`src/rtl/pingpong_sched_pkg.sv`:
```
// pingpong_sched_pkg
//   Shared types for the ping-pong bank scheduler.
//   bank_state_e : life cycle of one buffer bank
//   rd_state_e   : drain-side read FSM states
//   STALL_CNT_W  : width of the optional stall counter
package pingpong_sched_pkg;

  typedef enum logic [1:0] {
    EMPTY    = 2'd0,
    FILLING  = 2'd1,
    FULL     = 2'd2,
    DRAINING = 2'd3
  } bank_state_e;

  typedef enum logic [1:0] {
    RD_IDLE = 2'd0,
    RD_READ = 2'd1,
    RD_WAIT = 2'd2
  } rd_state_e;

  localparam int STALL_CNT_W = 16;

endpackage

```
`src/rtl/pingpong_bank_sched_if.sv`:
```
// pingpong_bank_sched_if
//   Bundles the fill-side stream, the bank write/read controls and the
//   matmul handshake of one ping-pong bridge buffer.
//   Ports (signals): in_valid/in_ready, wr_en/wr_bank/wr_addr, acc_done,
//   rd_en/rd_bank/rd_addr/rd_valid, enable_matmul, tile_done, bank_full,
//   rd_state_dbg (read FSM state for observation).
//   Modports: master = scheduler, slave = stream source / matmul side.
//
// Handshake: a word transfers on every clock edge where in_valid and
//   in_ready are both high; wr_en is exactly that transfer condition.
//   in_ready does not depend on in_valid. acc_done is a single-cycle pulse
//   and is only acted on while the read FSM waits for it.
interface pingpong_bank_sched_if #(
  parameter int ADDR_WIDTH = 8
);
  import pingpong_sched_pkg::*;

  logic                  in_valid;
  logic                  in_ready;
  logic                  wr_en;
  logic                  wr_bank;
  logic [ADDR_WIDTH-1:0] wr_addr;
  logic                  acc_done;
  logic                  rd_en;
  logic                  rd_bank;
  logic [ADDR_WIDTH-1:0] rd_addr;
  logic                  rd_valid;
  logic                  enable_matmul;
  logic                  tile_done;
  logic [1:0]            bank_full;
  rd_state_e             rd_state_dbg;

  modport master (
    input  in_valid, acc_done,
    output in_ready, wr_en, wr_bank, wr_addr, rd_en, rd_bank, rd_addr,
           rd_valid, enable_matmul, tile_done, bank_full, rd_state_dbg
  );

  modport slave (
    output in_valid, acc_done,
    input  in_ready, wr_en, wr_bank, wr_addr, rd_en, rd_bank, rd_addr,
           rd_valid, enable_matmul, tile_done, bank_full, rd_state_dbg
  );

endinterface

```
`src/rtl/pingpong_bank_sched_rd_valid_pipe.sv`:
```
// rd_valid_pipe
//   Delays the registered read enable by LATENCY cycles so that it lines up
//   with the bank's registered read data. Cleared only by reset.
//   Ports: clk, rst (async, active-high), din (rd_en), dout (rd_valid).
module rd_valid_pipe #(
  parameter int LATENCY = 2
) (
  input  logic clk,
  input  logic rst,
  input  logic din,
  output logic dout
);

  logic [LATENCY-1:0] sr;

  always_ff @(posedge clk or posedge rst) begin
    if (rst) sr <= '0;
    else     sr <= (sr << 1) | LATENCY'(din);
  end

  assign dout = sr[LATENCY-1];

endmodule

```
`src/rtl/pingpong_bank_sched.sv`:
```
// pingpong_bank_sched
//   Schedules the two ping-pong banks of one bridge buffer. The fill side
//   writes streamed words into the write bank; the drain side replays a full
//   bank DRAIN_PASSES times into the matmul, waiting for acc_done after each
//   pass, then frees the bank and moves to the other one.
//   Ports: clk, rst (async, active-high), bus (pingpong_bank_sched_if.master),
//          stall_cnt (only when PPB_STALL_CNT_EN is defined).
//   Optional feature macro: PPB_STALL_CNT_EN adds a 16-bit saturating count
//   of cycles where in_valid is held while in_ready is low.
module pingpong_bank_sched
  import pingpong_sched_pkg::*;
#(
  parameter int ADDR_WIDTH   = 8,
  parameter int FILL_DEPTH   = 16,
  parameter int DRAIN_DEPTH  = 16,
  parameter int DRAIN_PASSES = 4,
  parameter int RD_LATENCY   = 2
) (
  input  logic clk,
  input  logic rst,
  pingpong_bank_sched_if.master bus
`ifdef PPB_STALL_CNT_EN
  ,
  output logic [STALL_CNT_W-1:0] stall_cnt
`endif
);

  localparam int PASS_W = $clog2(DRAIN_PASSES) + 1;
  localparam logic [ADDR_WIDTH-1:0] FILL_LAST  = ADDR_WIDTH'(FILL_DEPTH - 1);
  localparam logic [ADDR_WIDTH-1:0] DRAIN_LAST = ADDR_WIDTH'(DRAIN_DEPTH - 1);
  localparam logic [PASS_W-1:0]     PASS_LAST  = PASS_W'(DRAIN_PASSES - 1);

  bank_state_e           bank_state [2];
  logic                  wbank;
  logic                  rbank;
  logic [ADDR_WIDTH-1:0] wr_cnt;
  logic [ADDR_WIDTH-1:0] rd_cnt;
  logic [PASS_W-1:0]     pass;
  rd_state_e             rd_state;
  rd_state_e             rd_state_nxt;

  logic                  ready;
  logic                  accept;
  logic                  pass_last;
  logic                  drain_start;
  logic                  rd_issue;
  logic                  pass_again;
  logic                  release_bank;
  logic                  rd_en_q;
  logic [ADDR_WIDTH-1:0] rd_addr_q;
  logic                  tile_done_q;

  // Gated by rst so in_ready (and wr_en) read 0 while reset is held.
  assign ready     = !rst && (bank_state[wbank] == EMPTY || bank_state[wbank] == FILLING);
  assign accept    = bus.in_valid && ready;
  assign pass_last = (pass == PASS_LAST);

  // Read FSM: state register
  always_ff @(posedge clk or posedge rst) begin
    if (rst) rd_state <= RD_IDLE;
    else     rd_state <= rd_state_nxt;
  end

  // Read FSM: next state
  always_comb begin
    rd_state_nxt = rd_state;
    unique case (rd_state)
      RD_IDLE: if (bank_state[rbank] == FULL) rd_state_nxt = RD_READ;
      RD_READ: if (rd_cnt == DRAIN_LAST)      rd_state_nxt = RD_WAIT;
      RD_WAIT: if (bus.acc_done)              rd_state_nxt = pass_last ? RD_IDLE : RD_READ;
      default:                                rd_state_nxt = RD_IDLE;
    endcase
  end

  // Read FSM: outputs / datapath controls
  always_comb begin
    drain_start  = 1'b0;
    rd_issue     = 1'b0;
    pass_again   = 1'b0;
    release_bank = 1'b0;
    unique case (rd_state)
      RD_IDLE: drain_start = (bank_state[rbank] == FULL);
      RD_READ: rd_issue    = 1'b1;
      RD_WAIT: begin
        pass_again   = bus.acc_done && !pass_last;
        release_bank = bus.acc_done && pass_last;
      end
      default: ;
    endcase
  end

  // Bank states, counters and registered read outputs. Fill and drain never
  // target the same bank in one cycle: a bank being filled is EMPTY/FILLING
  // while the drain side only acts on FULL/DRAINING banks.
  always_ff @(posedge clk or posedge rst) begin
    if (rst) begin
      bank_state[0] <= EMPTY;
      bank_state[1] <= EMPTY;
      wbank         <= 1'b0;
      rbank         <= 1'b0;
      wr_cnt        <= '0;
      rd_cnt        <= '0;
      pass          <= '0;
      rd_en_q       <= 1'b0;
      rd_addr_q     <= '0;
      tile_done_q   <= 1'b0;
    end else begin
      if (accept) begin
        if (wr_cnt == FILL_LAST) begin
          bank_state[wbank] <= FULL;
          wr_cnt            <= '0;
          wbank             <= ~wbank;
        end else begin
          bank_state[wbank] <= FILLING;
          wr_cnt            <= wr_cnt + 1'b1;
        end
      end
      if (drain_start) begin
        bank_state[rbank] <= DRAINING;
        rd_cnt            <= '0;
        pass              <= '0;
      end
      if (rd_issue) rd_cnt <= (rd_cnt == DRAIN_LAST) ? '0 : rd_cnt + 1'b1;
      if (pass_again) begin
        pass   <= pass + 1'b1;
        rd_cnt <= '0;
      end
      if (release_bank) begin
        bank_state[rbank] <= EMPTY;
        rbank             <= ~rbank;
      end
      rd_en_q     <= rd_issue;
      if (rd_issue) rd_addr_q <= rd_cnt;
      tile_done_q <= release_bank;
    end
  end

  rd_valid_pipe #(.LATENCY(RD_LATENCY)) u_rd_valid_pipe (
    .clk  (clk),
    .rst  (rst),
    .din  (rd_en_q),
    .dout (bus.rd_valid)
  );

  assign bus.in_ready      = ready;
  assign bus.wr_en         = accept;
  assign bus.wr_bank       = wbank;
  assign bus.wr_addr       = wr_cnt;
  assign bus.rd_en         = rd_en_q;
  assign bus.rd_bank       = rbank;
  assign bus.rd_addr       = rd_addr_q;
  assign bus.enable_matmul = (rd_state == RD_READ);
  assign bus.tile_done     = tile_done_q;
  assign bus.bank_full[0]  = (bank_state[0] == FULL) || (bank_state[0] == DRAINING);
  assign bus.bank_full[1]  = (bank_state[1] == FULL) || (bank_state[1] == DRAINING);
  assign bus.rd_state_dbg  = rd_state;

`ifdef PPB_STALL_CNT_EN
  always_ff @(posedge clk or posedge rst) begin
    if (rst) begin
      stall_cnt <= '0;
    end else if (bus.in_valid && !ready && stall_cnt != '1) begin
      stall_cnt <= stall_cnt + 1'b1;
    end
  end
`endif

endmodule

```
`src/flat_wrapper.sv`:
```
// flat-port wrapper written by rule: the top's interface ports become plain ports
module pingpong_bank_sched_flat import pingpong_sched_pkg::*;
#(
  parameter int ADDR_WIDTH   = 8,
  parameter int FILL_DEPTH   = 16,
  parameter int DRAIN_DEPTH  = 16,
  parameter int DRAIN_PASSES = 4,
  parameter int RD_LATENCY   = 2
)
  (clk, rst, bus_in_valid, bus_acc_done, bus_in_ready, bus_wr_en, bus_wr_bank, bus_wr_addr, bus_rd_en, bus_rd_bank, bus_rd_addr, bus_rd_valid, bus_enable_matmul, bus_tile_done, bus_bank_full, bus_rd_state_dbg);
  pingpong_bank_sched_if #(.ADDR_WIDTH(ADDR_WIDTH)) bus_i ();
  input  logic clk;
  input  logic rst;
  input wire logic [$bits(bus_i.in_valid)-1:0] bus_in_valid;
  input wire logic [$bits(bus_i.acc_done)-1:0] bus_acc_done;
  output wire logic [$bits(bus_i.in_ready)-1:0] bus_in_ready;
  output wire logic [$bits(bus_i.wr_en)-1:0] bus_wr_en;
  output wire logic [$bits(bus_i.wr_bank)-1:0] bus_wr_bank;
  output wire logic [$bits(bus_i.wr_addr)-1:0] bus_wr_addr;
  output wire logic [$bits(bus_i.rd_en)-1:0] bus_rd_en;
  output wire logic [$bits(bus_i.rd_bank)-1:0] bus_rd_bank;
  output wire logic [$bits(bus_i.rd_addr)-1:0] bus_rd_addr;
  output wire logic [$bits(bus_i.rd_valid)-1:0] bus_rd_valid;
  output wire logic [$bits(bus_i.enable_matmul)-1:0] bus_enable_matmul;
  output wire logic [$bits(bus_i.tile_done)-1:0] bus_tile_done;
  output wire logic [$bits(bus_i.bank_full)-1:0] bus_bank_full;
  output wire logic [$bits(bus_i.rd_state_dbg)-1:0] bus_rd_state_dbg;
  assign bus_i.in_valid = bus_in_valid;
  assign bus_i.acc_done = bus_acc_done;
  assign bus_in_ready = bus_i.in_ready;
  assign bus_wr_en = bus_i.wr_en;
  assign bus_wr_bank = bus_i.wr_bank;
  assign bus_wr_addr = bus_i.wr_addr;
  assign bus_rd_en = bus_i.rd_en;
  assign bus_rd_bank = bus_i.rd_bank;
  assign bus_rd_addr = bus_i.rd_addr;
  assign bus_rd_valid = bus_i.rd_valid;
  assign bus_enable_matmul = bus_i.enable_matmul;
  assign bus_tile_done = bus_i.tile_done;
  assign bus_bank_full = bus_i.bank_full;
  assign bus_rd_state_dbg = bus_i.rd_state_dbg;
  pingpong_bank_sched #(.ADDR_WIDTH(ADDR_WIDTH), .FILL_DEPTH(FILL_DEPTH), .DRAIN_DEPTH(DRAIN_DEPTH), .DRAIN_PASSES(DRAIN_PASSES), .RD_LATENCY(RD_LATENCY)) u_core (.clk(clk), .rst(rst), .bus(bus_i));
endmodule
```
`config.mk`:
```
export PLATFORM = sky130hd
export DESIGN_NAME = pingpong_bank_sched_flat
export DESIGN_NICKNAME = d
export VERILOG_FILES = /design/src/rtl/pingpong_sched_pkg.sv /design/src/rtl/pingpong_bank_sched_if.sv /design/src/rtl/pingpong_bank_sched_rd_valid_pipe.sv /design/src/rtl/pingpong_bank_sched.sv /design/src/flat_wrapper.sv
export SDC_FILE = /design/constraint.sdc
export NUM_CORES = 1
export LEC_CHECK = 0
export CAP_MARGIN = 20
export CORE_ASPECT_RATIO = 1.5
export CORE_MARGIN = 4
export CORE_UTILIZATION = 35
export CTS_BUF_LIST = sky130_fd_sc_hd__clkbuf_16
export DETAILED_ROUTE_END_ITERATION = 8
export GPL_ROUTABILITY_DRIVEN = 1
export HOLD_SLACK_MARGIN = 0.05
export PLACE_DENSITY = 0.62
export RECOVER_POWER = 50
export SLEW_MARGIN = 20
export SYNTH_ARGS = -nofsm -noshare
export SYNTH_HDL_FRONTEND = slang
export SYNTH_SLANG_ARGS = --single-unit
export TNS_END_PERCENT = 1
```
`constraint.sdc`:
```
create_clock -name clk -period 2.4 [get_ports clk]
set_input_delay 0.48 -clock clk [delete_from_list [all_inputs] [get_ports clk]]
set_output_delay 0.48 -clock clk [all_outputs]
set_load 0.01 [all_outputs]
```
# Word level (Yosys, flattened, before mapping)
# Cells that the tools add are included.
[totals]
reg_bits = 39
latch_bits = 0
mem_bits_rw = 0
romBits = 0
inputBits = 4
mem_count = 0
[op_classes]
addsub = 3
n_mul = 0
div_mod_pow = 0
order_cmp = 4
eq_ne = 14
shift = 0
muxes = 30
n_bitwise = 14
reduce_logical = 17
[op_table]
columns = ["operator", "count"]
rows = [
  ["$mux W8", 5],
  ["$mux W2", 11],
  ["$add A8 B1 Y8 const B", 2],
  ["$eq A8 B4 Y1 const B", 2],
  ["$mux W4", 4],
  ["$eq A2 B2 Y1 const B", 6],
  ["$logic_and A1 B1 Y1", 6],
  ["$mux W3", 2],
  ["$pmux W2 S3", 1],
  ["$mux W1", 5],
  ["$and A2 B2 Y2", 2],
  ["$and A4 B4 Y4", 1],
  ["$demux W2 S1", 2],
  ["$eq A2 B1 Y1 const B", 2],
  ["$ge A2 B2 Y1 const B", 2],
  ["$logic_not A2 Y1", 2],
  ["$lt A2 B1 Y1 const B", 2],
  ["$ne A2 B1 Y1 const B", 2],
  ["$not A1 Y2", 2],
  ["$not A2 Y2", 2],
  ["$not A4 Y4", 1],
  ["$or A2 B2 Y2", 2],
  ["$or A4 B4 Y4", 1],
  ["$add A3 B1 Y3 const B", 1],
  ["other kinds (10)", 14],
]

# Longest topological paths before layout
[depth]
ltp_word = 13
mapped_depth = 6
ltp_nobuf = 5

# Cells and area by module
# From an unflattened synthesis, not the netlist that was laid out.
[unflattened]
cells_unflattened = 186
area_unflattened_um2 = 1846.8
[modules_own_cells]
columns = ["module", "instances", "cells_each", "area_per_inst_um2", "seq_area_each_um2"]
rows = [
  ["pingpong_bank_sched", 1, 183, 1793.0, 925.9],
  ["rd_valid_pipe", 1, 3, 53.8, 50.0],
]

# Worst setup path after synthesis
# Ideal clock, no wire load.
[synth_timing]
kind = "register to register"
startpoint = "register u_core.pass[0]"
endpoint = "register u_core.rd_cnt[5]"
setup_ps = 126
arrival_ps = 1505
required_time_ps = 2274
setup_slack_ps = 769
stages_incl_launch_ff = 6
path_buffers = 0
period_less_slack_ps = 1631
cell_sequence = "dfrtp_1 -> ha_1 -> ha_1 -> nand3b_4 -> a22o_2 -> a221o_1"
[synth_via]
elab_chain_len = 5
[synth_lines]
columns = ["element", "line_no", "source"]
rows = [
  ["start, declared", "pingpong_bank_sched.sv:38", "logic [PASS_W-1:0] pass;"],
  ["start signal, assigned", "pingpong_bank_sched.sv:125", "pass <= pass + 1'b1;"],
  ["$eq A3 B2 Y1 *", "pingpong_bank_sched.sv:56", "assign pass_last = (pass == PASS_LAST);"],
  ["$logic_not A1 Y1 *", "pingpong_bank_sched.sv:85", "pass_again = bus.acc_done && !pass_last;"],
  ["$logic_and A1 B1 Y1 *", "pingpong_bank_sched.sv:85", ""],
  ["$mux W1 *", "pingpong_bank_sched.sv:81", "unique case (rd_state)"],
  ["$reduce_bool A3 Y1 (no source line) / $mux W8 (equally long branches)", "--", ""],
  ["end signal, assigned", "pingpong_bank_sched.sv:123", "if (rd_issue) rd_cnt <= (rd_cnt == DRAIN_LAST) ? '0 : rd_cnt + 1'b1;"],
  ["end, declared", "pingpong_bank_sched.sv:37", "logic [ADDR_WIDTH-1:0] rd_cnt;"],
]
# Mark *: on every way between the ends. The rest lies on a longest branch, timed or not.
# A chain may end at the register's enable or synchronous reset.

# Worst setup path in the final report
[layout_timing]
startpoint = "input port rst"
endpoint = "output port bus_wr_en"
[layout_via]
elab_chain_len = 3
[layout_lines]
columns = ["element", "line_no", "source"]
rows = [
  ["start, declared", "flat_wrapper.sv:13", "input logic rst;"],
  ["$logic_not A1 Y1 (no source line)", "--", ""],
  ["$logic_and A1 B1 Y1", "pingpong_bank_sched.sv:54", "assign ready = !rst && (bank_state[wbank] == EMPTY || bank_state[wbank] == FILLING);"],
  ["$logic_and A1 B1 Y1", "pingpong_bank_sched.sv:55", "assign accept = bus.in_valid && ready;"],
  ["end, declared", "flat_wrapper.sv:17", "output wire logic [$bits(bus_i.wr_en)-1:0] bus_wr_en;"],
]
# No other way between the ends.

==> flow_metrics.py <==
metrics = {
    "power_and_ir_drop": {
        "leakage_nw": 1.15,
        "total_power_w": 0.00156,
        "power.density_mw_per_mm2": 660,
        "peakVddDrop_uv": 448,
    },
    "sta": {
        "rsz0062_at_grt": "false",
        "min_period_over_period": 0.941,
        "hold_viol": 0,
        "fmax_ghz": 0.443,
        "worst_hold_slack_ps": 351,
        "fin_worst_skew_ps": 2.69,
        "relSlewSlack": 0.362,
        "tns_ps": 0,
        "worst_slack_ps": 143,
        "finalCriticalPeriod_ps": 2260,
        "worst_pin_slew_ps": 958,
        "setup_viol_count_final": 0,
        "drv_slew": 0,
    },
    "yosys": {
        "ys_types": 45,
        "ys.flop_type": "dfrtp_1",
        "synthesis.area_mm2": 0.00181,
        "synth_edf_count": 0,
        "synthArstFlopShare": 1.00,
        "ys_seq_area_frac": 0.540,
        "synth_area_per_cell_um2": 10.6,
        "netlist_instances": 170,
        "synth_warnings": 0,
        "synth_nets": 178,
        "ys_seq_elements": 39,
    },
    "placed_design": {
        "gp_congestion": 0.795,
        "postPlaceCellArea_mm2": 0.00221,
        "port_buffers": 31,
        "dp_hpwl_um": 2520,
        "post-place-ws_ps": 135,
    },
    "route": {
        "drt.antenna.violating_nets": 0,
        "dr.pass1.iters": 4,
        "wl_per_cell_um": 12.9,
        "avgViaCountPerCell": 4.83,
        "routed_wl_um": 3530,
        "drt_iter0_drc": 58,
        "drc": 0,
        "vias": 1323,
    },
    "global_route": {
        "overflow": 0,
        "antenna_found_initial": 0,
        "grt_first_pass_wirelength_um": 6240,
        "met3_usage": 0.0280,
        "grt_max_degree": 40,
        "grt.met2_usage": 0.218,
        "grt.met1_usage": 0.150,
        "grt_use_total": 0.129,
        "grt_pass1_vias": 1334,
        "busiest_layer": "met2",
    },
    "worst_setup_path": {
        "cp-end-kind": "output pin",
        "cp_cell_sequence": "clkdlybuf4s50_1 > nand2b_1 > nor2_4 > clkdlybuf4s50_1",
        "r2r_slack_ps": 560,
        "cp_slowest_cell": "clkdlybuf4s50_1",
        "startpoint_type": "input pin",
        "crit_type": "input pin to output pin",
        "crit_top_cell": "clkdlybuf4s50_1",
        "regToRegEndpoint": "u_core.bus.wr_addr[4]",
        "reg2regPathDepth": 5,
        "path_max_fanout": 3,
        "cp_num_buf_inv": 2,
        "r2r-start": "u_core.bus.wr_bank",
        "max_stage_delay_ps": 530,
        "crit_family": "buffers and inverters",
        "required_ps": 1920,
        "cp.arrival_ps": 1780,
    },
    "cts": {
        "cts_max_path_buffers": 2,
        "cts_setup_buffers": 0,
        "path_clk_slew_ps": 50,
        "root_buffer": "clkbuf_16",
        "cts-buffers-inserted": 5,
        "post_cts_resized": 0,
        "ctsHoldBuffers": 0,
        "cts_tree": "built",
        "cts.sinks": 39,
        "h-tree-depth": 2,
        "worstSkewPairLatency_ps": 280,
    },
    "die": {
        "start_util": 0.367,
        "num_io_pins": 32,
        "core-area_mm2": 0.00493,
        "die_w_um": 66.7,
        "die_area_mm2": 0.00640,
        "die_y_um": 96.0,
        "rows": 31,
    },
    "final_layout": {
        "fill_cells": 469,
        "drive_gt1_frac": 0.106,
        "layout_commonest_cell": "dfrtp_1",
        "fin_nets": 215,
        "final_cell_mix": "dfrtp_1 (39), nand2_1 (31), clkdlybuf4s50_1 (30)",
        "area_delta_synth_final_pct": 30.7,
        "finish.instance_area_mm2": 0.00236,
        "antennaDiodeCount": 0,
    },
    "min_path": {
        "hp-class": "flip-flop to flip-flop",
        "hold_start": "u_core.u_rd_valid_pipe.sr[0]",
        "min_to": "u_core.u_rd_valid_pipe.sr[1]",
        "hold_depth": 0,
    },
    "outcome": {
        "outcome": "finished clean",
    },
    "run": {
        "max_cap_viol_count": 0,
    },
}
[cell usage after synthesis (3+ instances only)]
master    count  share of area
dfrtp_1      39           0.54
nand2_1      31          0.064
inv_1         7          0.015
nor2_1        7          0.015
nand3_1       6          0.017
xnor2_1       6          0.029
clkbuf_1      5          0.010
a21oi_1       4          0.011
and3_1        4          0.014
ha_1          4          0.028
nor2b_1       4          0.014
nor3_1        4          0.011
o21ai_0       4          0.011
and2_1        3          0.010
mux2i_1       3          0.017
nand2b_1      3          0.010
nand4_1       3          0.010
[kinds of logic (layout without fill, tap and decap cells)]
group | count (synthesis) | count (layout) | share of synthesized area
compound gates | 26 | 26 | 0.111
xor+xnor | 7 | 7 | 0.0339
fa+ha+maj | 4 | 4 | 0.0277
buf+inv | 13 | 51 | 0.0277
flops | 39 | 39 | 0.540
mux | 6 | 6 | 0.0374
simple gates | 75 | 75 | 0.223
[routing by layer]
layer  wire [um]  vias to the layer above
li1            -                      665
met1        1490                      625
met2        1850                       27
met3         126                        6
met4          74                        0
met5           0                        -
[worst max-delay path by stage]
stage / to / startpoint / depth (start not counted) / slack [ps]
finish: bus_wr_en / rst / 4 / 140
global route: bus_wr_en / rst / 4 / 70
CTS: bus_wr_en / rst / 4 / 130
detailed placement: bus_wr_en / rst / 4 / 140
global placement: bus_wr_en / rst / 4 / 150
floorplan: u_core.rd_cnt[5] / u_core.pass[0] / 5 / 770
[sequential cells by signal, summed over array words and instances (netlist names)]
signal and cells:
u_core.pass 3, u_core.rd_cnt 8, u_core.bus.rd_addr 8, u_core.bus.tile_done 1
u_core.bus.rd_state_dbg 2, u_core.bus.rd_en 1, u_core.bus.rd_bank 1, u_core.bank_state 4
u_core.bus.wr_bank 1, u_core.bus.wr_addr 8, u_core.u_rd_valid_pipe.sr 2
[per-stage QoR]
step                       util  cells
after floorplan               -    170
after global placement    0.450    266
after detailed placement  0.450    266
after CTS                 0.483    274
after global routing      0.480    274
final                     0.480    274
[layout make-up]
cell class / count / area (um2) / share of cell area
sequential: 39 / 976 / 0.413
multi-input combinational: 118 / 781 / 0.330
timing repair buffer: 36 / 334 / 0.141
clock buffer: 5 / 125 / 0.0529
tap: 66 / 82.6 / 0.0349
clock inverter: 3 / 38.8 / 0.0164
inverter: 7 / 26.3 / 0.0111
[report_power, final]
group / switching (W) / internal (W)
registers: 0.0000277 / 0.000680
logic: 0.0000612 / 0.0000662
clock network: 0.000242 / 0.000484
Note: power is estimated with default switching activity, not from simulation.
